--- src/rtl/decode_stage.sv ---
// RISC-V decode stage: opcode classify, immediate extract, DEPTH-entry output FIFO.
// Optional `DECODE_ILLEGAL_EN adds out_illegal and traps raw instr into out_imm.
module decode_stage #(
    parameter int XLEN               = 32,
    parameter int DEPTH              = 4,
    parameter int INSTRUCTION_LENGTH = 32
) (
    input  logic                          clk,
    input  logic                          reset_n,
    input  logic                          flush,
    input  logic                          in_valid,
    output logic                          in_ready,
    input  logic [INSTRUCTION_LENGTH-1:0] in_instr,
    input  logic [XLEN-1:0]               in_pc,
    output logic                          out_valid,
    input  logic                          out_ready,
    output logic [XLEN-1:0]               out_pc,
    output logic [2:0]                    out_type,
    output logic [4:0]                    out_rd,
    output logic [4:0]                    out_rs1,
    output logic [4:0]                    out_rs2,
    output logic [XLEN-1:0]               out_imm,
    output logic [2:0]                    out_use
`ifdef DECODE_ILLEGAL_EN
    ,
    output logic                          out_illegal
`endif
);

    localparam int AW = $clog2(DEPTH);
    localparam logic [AW:0] FULL_CNT = (AW+1)'(DEPTH);

    localparam logic [2:0] T_R    = 3'd0;
    localparam logic [2:0] T_I    = 3'd1;
    localparam logic [2:0] T_S    = 3'd2;
    localparam logic [2:0] T_B    = 3'd3;
    localparam logic [2:0] T_U    = 3'd4;
    localparam logic [2:0] T_J    = 3'd5;
    localparam logic [2:0] T_NONE = 3'd7;

    typedef struct packed {
        logic [XLEN-1:0] pc;
        logic [2:0]      typ;
        logic [4:0]      rd;
        logic [4:0]      rs1;
        logic [4:0]      rs2;
        logic [XLEN-1:0] imm;
        logic [2:0]      use_f;
`ifdef DECODE_ILLEGAL_EN
        logic            ill;
`endif
    } entry_t;

    entry_t          dec;
    entry_t          head;
    entry_t          mem_q [DEPTH];
    entry_t          mem_d [DEPTH];
    logic [AW-1:0]   wr_ptr_q, wr_ptr_d;
    logic [AW-1:0]   rd_ptr_q, rd_ptr_d;
    logic [AW:0]     count_q, count_d;

    logic [6:0]        op;
    logic [2:0]        f3;
    logic              w_op;
    logic              illegal;
    logic [5:0]        shamt;
    logic signed [31:0] imm32;
    logic              push;
    logic              pop;

    assign op = in_instr[6:0];
    assign f3 = in_instr[14:12];

    always_comb begin
        dec       = '0;
        dec.pc    = in_pc;
        dec.rd    = in_instr[11:7];
        dec.rs1   = in_instr[19:15];
        dec.rs2   = in_instr[24:20];
        dec.typ   = T_NONE;
        imm32     = '0;
        shamt     = '0;
        unique case (op)
            7'b0110011, 7'b0111011: dec.typ = T_R;
            7'b0010011, 7'b0011011, 7'b0000011,
            7'b1100111, 7'b1110011, 7'b0001111: dec.typ = T_I;
            7'b0100011: dec.typ = T_S;
            7'b1100011: dec.typ = T_B;
            7'b0110111, 7'b0010111: dec.typ = T_U;
            7'b1101111: dec.typ = T_J;
            default: dec.typ = T_NONE;
        endcase
        w_op = (op == 7'b0111011) || (op == 7'b0011011);
        illegal = (dec.typ == T_NONE) || (in_instr[1:0] != 2'b11)
                  || (w_op && XLEN == 32);

        // RV64 slli/srli/srai carry a 6-bit shamt; the W forms keep 5 bits
        if (XLEN == 64 && op == 7'b0010011)
            shamt = in_instr[25:20];
        else
            shamt = {1'b0, in_instr[24:20]};

        unique case (dec.typ)
            T_R: dec.use_f = 3'b111;
            T_I: dec.use_f = 3'b110;
            T_S, T_B: dec.use_f = 3'b011;
            T_U, T_J: dec.use_f = 3'b100;
            default: dec.use_f = 3'b000;
        endcase
        if (dec.rd == 5'd0)
            dec.use_f[2] = 1'b0;

        unique case (dec.typ)
            T_I: begin
                if ((op == 7'b0010011 || op == 7'b0011011)
                    && (f3 == 3'b001 || f3 == 3'b101))
                    imm32 = 32'(shamt);
                else
                    imm32 = {{20{in_instr[31]}}, in_instr[31:20]};
            end
            T_S: imm32 = {{20{in_instr[31]}}, in_instr[31:25],
                          in_instr[11:7]};
            T_B: imm32 = {{19{in_instr[31]}}, in_instr[31], in_instr[7],
                          in_instr[30:25], in_instr[11:8], 1'b0};
            T_U: imm32 = {in_instr[31:12], 12'b0};
            T_J: imm32 = {{11{in_instr[31]}}, in_instr[31],
                          in_instr[19:12], in_instr[20],
                          in_instr[30:21], 1'b0};
            default: imm32 = '0;
        endcase
        dec.imm = XLEN'(imm32);

        if (illegal) begin
            dec.typ   = T_NONE;
            dec.use_f = 3'b000;
`ifdef DECODE_ILLEGAL_EN
            dec.imm   = XLEN'(in_instr);
            dec.ill   = 1'b1;
`else
            dec.imm   = '0;
`endif
        end
    end

    assign in_ready  = (count_q != FULL_CNT);
    assign out_valid = (count_q != '0);
    assign push      = in_valid && in_ready && !flush;
    assign pop       = out_valid && out_ready && !flush;

    always_comb begin
        mem_d    = mem_q;
        wr_ptr_d = wr_ptr_q;
        rd_ptr_d = rd_ptr_q;
        count_d  = count_q;
        if (flush) begin
            wr_ptr_d = '0;
            rd_ptr_d = '0;
            count_d  = '0;
        end else begin
            if (push) begin
                mem_d[wr_ptr_q] = dec;
                wr_ptr_d        = wr_ptr_q + AW'(1);
            end
            if (pop)
                rd_ptr_d = rd_ptr_q + AW'(1);
            if (push && !pop)
                count_d = count_q + (AW+1)'(1);
            else if (pop && !push)
                count_d = count_q - (AW+1)'(1);
        end
    end

    always_ff @(posedge clk or negedge reset_n) begin
        if (!reset_n) begin
            mem_q    <= '{default: '0};
            wr_ptr_q <= '0;
            rd_ptr_q <= '0;
            count_q  <= '0;
        end else begin
            mem_q    <= mem_d;
            wr_ptr_q <= wr_ptr_d;
            rd_ptr_q <= rd_ptr_d;
            count_q  <= count_d;
        end
    end

    assign head     = mem_q[rd_ptr_q];
    assign out_pc   = head.pc;
    assign out_type = head.typ;
    assign out_rd   = head.rd;
    assign out_rs1  = head.rs1;
    assign out_rs2  = head.rs2;
    assign out_imm  = head.imm;
    assign out_use  = head.use_f;
`ifdef DECODE_ILLEGAL_EN
    assign out_illegal = head.ill;
`endif

endmodule

--- config.mk ---
export PLATFORM = sky130hd
export DESIGN_NAME = decode_stage
export DESIGN_NICKNAME = d
export VERILOG_FILES = /design/src/rtl/decode_stage.sv
export SDC_FILE = /design/constraint.sdc
export NUM_CORES = 1
export LEC_CHECK = 0
export ABC_CLOCK_PERIOD_IN_PS = 2600
export BUFFER_PORTS_ARGS = -buffer_cell sky130_fd_sc_hd__buf_2
export CAP_MARGIN = 20
export CORE_MARGIN = 2
export CORE_UTILIZATION = 27
export CTS_CLUSTER_SIZE = 14
export DETAILED_ROUTE_END_ITERATION = 16
export SYNTH_ARGS = -nofsm -noshare
export SYNTH_HDL_FRONTEND = slang
export SYNTH_SLANG_ARGS = --single-unit
--- constraint.sdc ---
create_clock -name clk -period 2.6 [get_ports clk]
set_input_delay 0.26 -clock clk [delete_from_list [all_inputs] [get_ports clk]]
set_output_delay 0.26 -clock clk [all_outputs]
set_load 0.02 [all_outputs]
==> results.cfg <==
[clocking]
clk-insertion-delay-late_ns = 0.58
htreeDepth = 2
cts.root.buffer_cell = clkbuf_16
cts.sinks = 347
numCtsBuffers = 40
clk_pin_slew_worst_paths_ns = 0.06
cts_buffer_depth = 3
cts_tree = yes

[outcome]
outcome = finished clean

[setup_path]
worst-path-buf-inv = 2
slowest_delay_ns = 0.67
reg2reg_depth = 7
worstPathCellList = buf_4 > mux4_2 > buf_2
start_kind = register
cp.arrival_ns = 2.27
worstReg2RegStart = count_q[1]
cpLargestDelayFamily = flip-flops
r2r_end = mem_q[30]
worstPathRequired_ns = 2.34
crit_slowest_cell = dfrtp_4
cp.depth = 3
ff2ff_setup_slack_ns = 0.27
crit_type = register to output port
end_kind = output port
worst-path-max-fanout = 23

[routing]
drc_errors = 0
wl_mm = 49.7
via_count = 12400
routedWlPerCell_um = 19.9
ant_nets = 0
first_pass_iters = 7
routed_via_density = 4.97
drt_iter0_drc = 894

[sta]
rsz0062_at_grt = false
hold_violations = 0
relSlewSlack = 0.467
fin_crit_sh = 0.973
worst_slew_pin_slew_ns = 0.796
max_freq_ghz = 0.395
drv_slew = 0
layout_min_cycle_time_ns = 2.53
fin_skew_ns = 0.0251
setup_viol = 0

[synth]
syn_nets = 1546
synth_most_common_cell = nand2_1
netlist_area_um2 = 15900
yosys.area.top_type_share = 0.546
ys_seq_elements = 347
synth_top_family_by_area = simple AND/OR/NAND/NOR gates
syn_area_per_cell_um2 = 10.8
synth_cell_types = 64
synthAdderAreaFrac = 0.00598
synth-xor-area-share = 0.00331
synthTopCellsByArea = dfrtp_1 55%, nand2_1 15%, mux4_2 12%, o221a_2 3.1%, a22oi_1 1.5%
yosys_warnings = 0
synthFlopType = dfrtp_1
synth_compound_area_frac = 0.0883
postSynthCellCount = 1470
ys_async_sr_fraction = 1.00
synth_edf_count = 0
yosysSeqAreaShare = 0.546
synthSimpleGateAreaFrac = 0.190
muxShareOfSynthArea = 0.135
yosysTopAreaCell = dfrtp_1
synth.cells.most_frequent = 645 x nand2_1, 347 x dfrtp_1, 85 x mux4_2

[die]
dieArea_um2 = 60800
fp.dieH_um = 247
start_util = 0.274
ios = 156
fp-row-count = 88
die_w_um = 247
core_um2 = 57900

[global_route]
grt_antenna_before_repair = 2
overflow = 0
grtUsageTotal = 0.164
grt_pass1_wl_mm = 76.2
grt_start_max_net_pins = 74
grt_pass1_vias = 12900

[final_layout]
post-route-util = 0.345
drive_gt1_frac = 0.279
area_growth_pct = 25.6
nets = 1769

[power]
power_w = 0.0212
peakVddDrop_mv = 0.627
p_leak_nw = 9.85
power_density_nw_per_um2 = 1060

[placement]
place_congestion = 0.825
numPortBuffers = 155
hpwl_mm = 32.2

[worst_hold_path]
hold_end = mem_q[46]
worst_hold_path_type = input port to register
min_from = in_instr[8]
holdPathStages = 3

[job]
cap_violations = 0
==> metrics by stage <==
| step | worst slack (ns) | setup TNS [ns] | cells | cell area, µm² | hold WS, ns |
|---|---|---|---|---|---|
| 2_1_floorplan | 0.0273 | 0 | 1470 | 15900 | -0.0356 |
| 3_3_place_gp | -0.0910 | -3.06 | 2358 | 18000 | 0.283 |
| 3_5_place_dp | -0.136 | -4.99 | 2358 | 18000 | 0.285 |
| 4_1_cts | 0.00491 | 0 | 2483 | 19900 | 0.00394 |
| 5_1_grt | 0.0135 | 0 | 2490 | 20000 | 0.0391 |
| 6_report | 0.0697 | 0 | 2491 | 20000 | 0.0450 |
==> registers in the layout (all words and copies together), names as in the netlist <==
register / flops
mem_q: 340
count_q: 3
rd_ptr_q: 2
wr_ptr_q: 2
==> cells in the final DEF (no fill, tap or decap), types with 4 or more instances in the layout <==
| cell type | n |
|---|---|
| nand2_1 | 641 |
| dfrtp_1 | 345 |
| buf_2 | 154 |
| mux4_2 | 85 |
| buf_4 | 55 |
| dlygate4sd3_1 | 51 |
| o221a_2 | 44 |
| clkbuf_16 | 40 |
| nor2_1 | 32 |
| a22oi_1 | 32 |
| a22o_1 | 24 |
| o21ai_0 | 22 |
| mux2_2 | 20 |
| buf_12 | 20 |
| and3_1 | 12 |
| clkbuf_8 | 9 |
| inv_1 | 8 |
| clkinv_2 | 7 |
| ha_1 | 6 |
| clkbuf_1 | 6 |
| o21ai_1 | 5 |
| xnor2_1 | 5 |
| and2_1 | 5 |
| a21o_1 | 5 |
| bufinv_16 | 5 |
| and2_2 | 4 |
| nand2_4 | 4 |
| nor3_4 | 4 |
| a221o_1 | 4 |
| clkinvlp_4 | 4 |
==> worst reg2reg max path: stages, from the launching register on <==
cell and delay, ns:
dfrtp_1 0.40, or3b_1 0.44, nand2_1 0.11, nor2_1 0.04, buf_4 0.18, and2_2 0.39
nand2_1 0.45, o221a_2 0.29
==> layer usage <==
metal  wire, µm  global-route usage  part of all wire  vias to the layer above
li1           -                   -                 -                     5491
met1      21600               0.220              0.43                     6325
met2      22800               0.256              0.46                      473
met3       3710              0.0387             0.075                       81
met4       1580              0.0625             0.032                        2
met5         16                   0           0.00032                        -
==> power by group <==
group / internal [W] / switching (W) / total (W) / leakage (nW)
Combinational: 0.00312 / 0.00377 / 0.00690 / 4.62
Sequential: 0.00721 / 0.00102 / 0.00823 / 4.55
Clock: 0.00362 / 0.00243 / 0.00604 / 0.685
Total: 0.0139 / 0.00722 / 0.0212 / 9.85
==> logic make-up (layout without fill, tap and decap cells) <==
group	after synthesis	in the layout
XOR/XNOR	6	6
buffers and inverters	110	365
adder cells (fa/ha/maj)	7	7
AO/OA/AOI/OAI	160	160
AND/OR/NAND/NOR	735	735
flip-flops	347	347
other	0	1
multiplexers	105	105
==> area by class of cell <==
class | instances | area, µm²
diodes | 1 | 2.50
inverters | 9 | 33.8
multi-input cells | 1013 | 6750
fillers | 5790 | 38000
clock buffers | 55 | 1150
flip-flops and latches | 347 | 8690
clock inverters | 19 | 260
repair buffers | 282 | 2120
well taps | 765 | 957
==> repair_timing <==
| item | in CTS | in global routing |
|---|---|---|
| endpoints found under the hold margin | 246 | 0 |
| endpoints found under the setup margin | 8 | 4 |
| gates resized for setup | 1 | 0 |
| buffers inserted | 0 | 7 |
| cloned | 0 | 0 |
| hold buffers | 51 | 0 |
==> how the worst max path moves through the flow <==
stage                     slack, ns         end        start
final                          0.07  out_pc[20]  rd_ptr_q[1]
after global routing           0.01  out_pc[25]  rd_ptr_q[1]
after CTS                     0.005  out_rs2[3]  rd_ptr_q[0]
after detailed placement      -0.14   mem_q[30]  in_instr[3]
after global placement        -0.09   mem_q[31]  in_instr[3]
after floorplan                0.03  mem_q[119]  in_instr[3]
(Power assumes the default switching activity.)
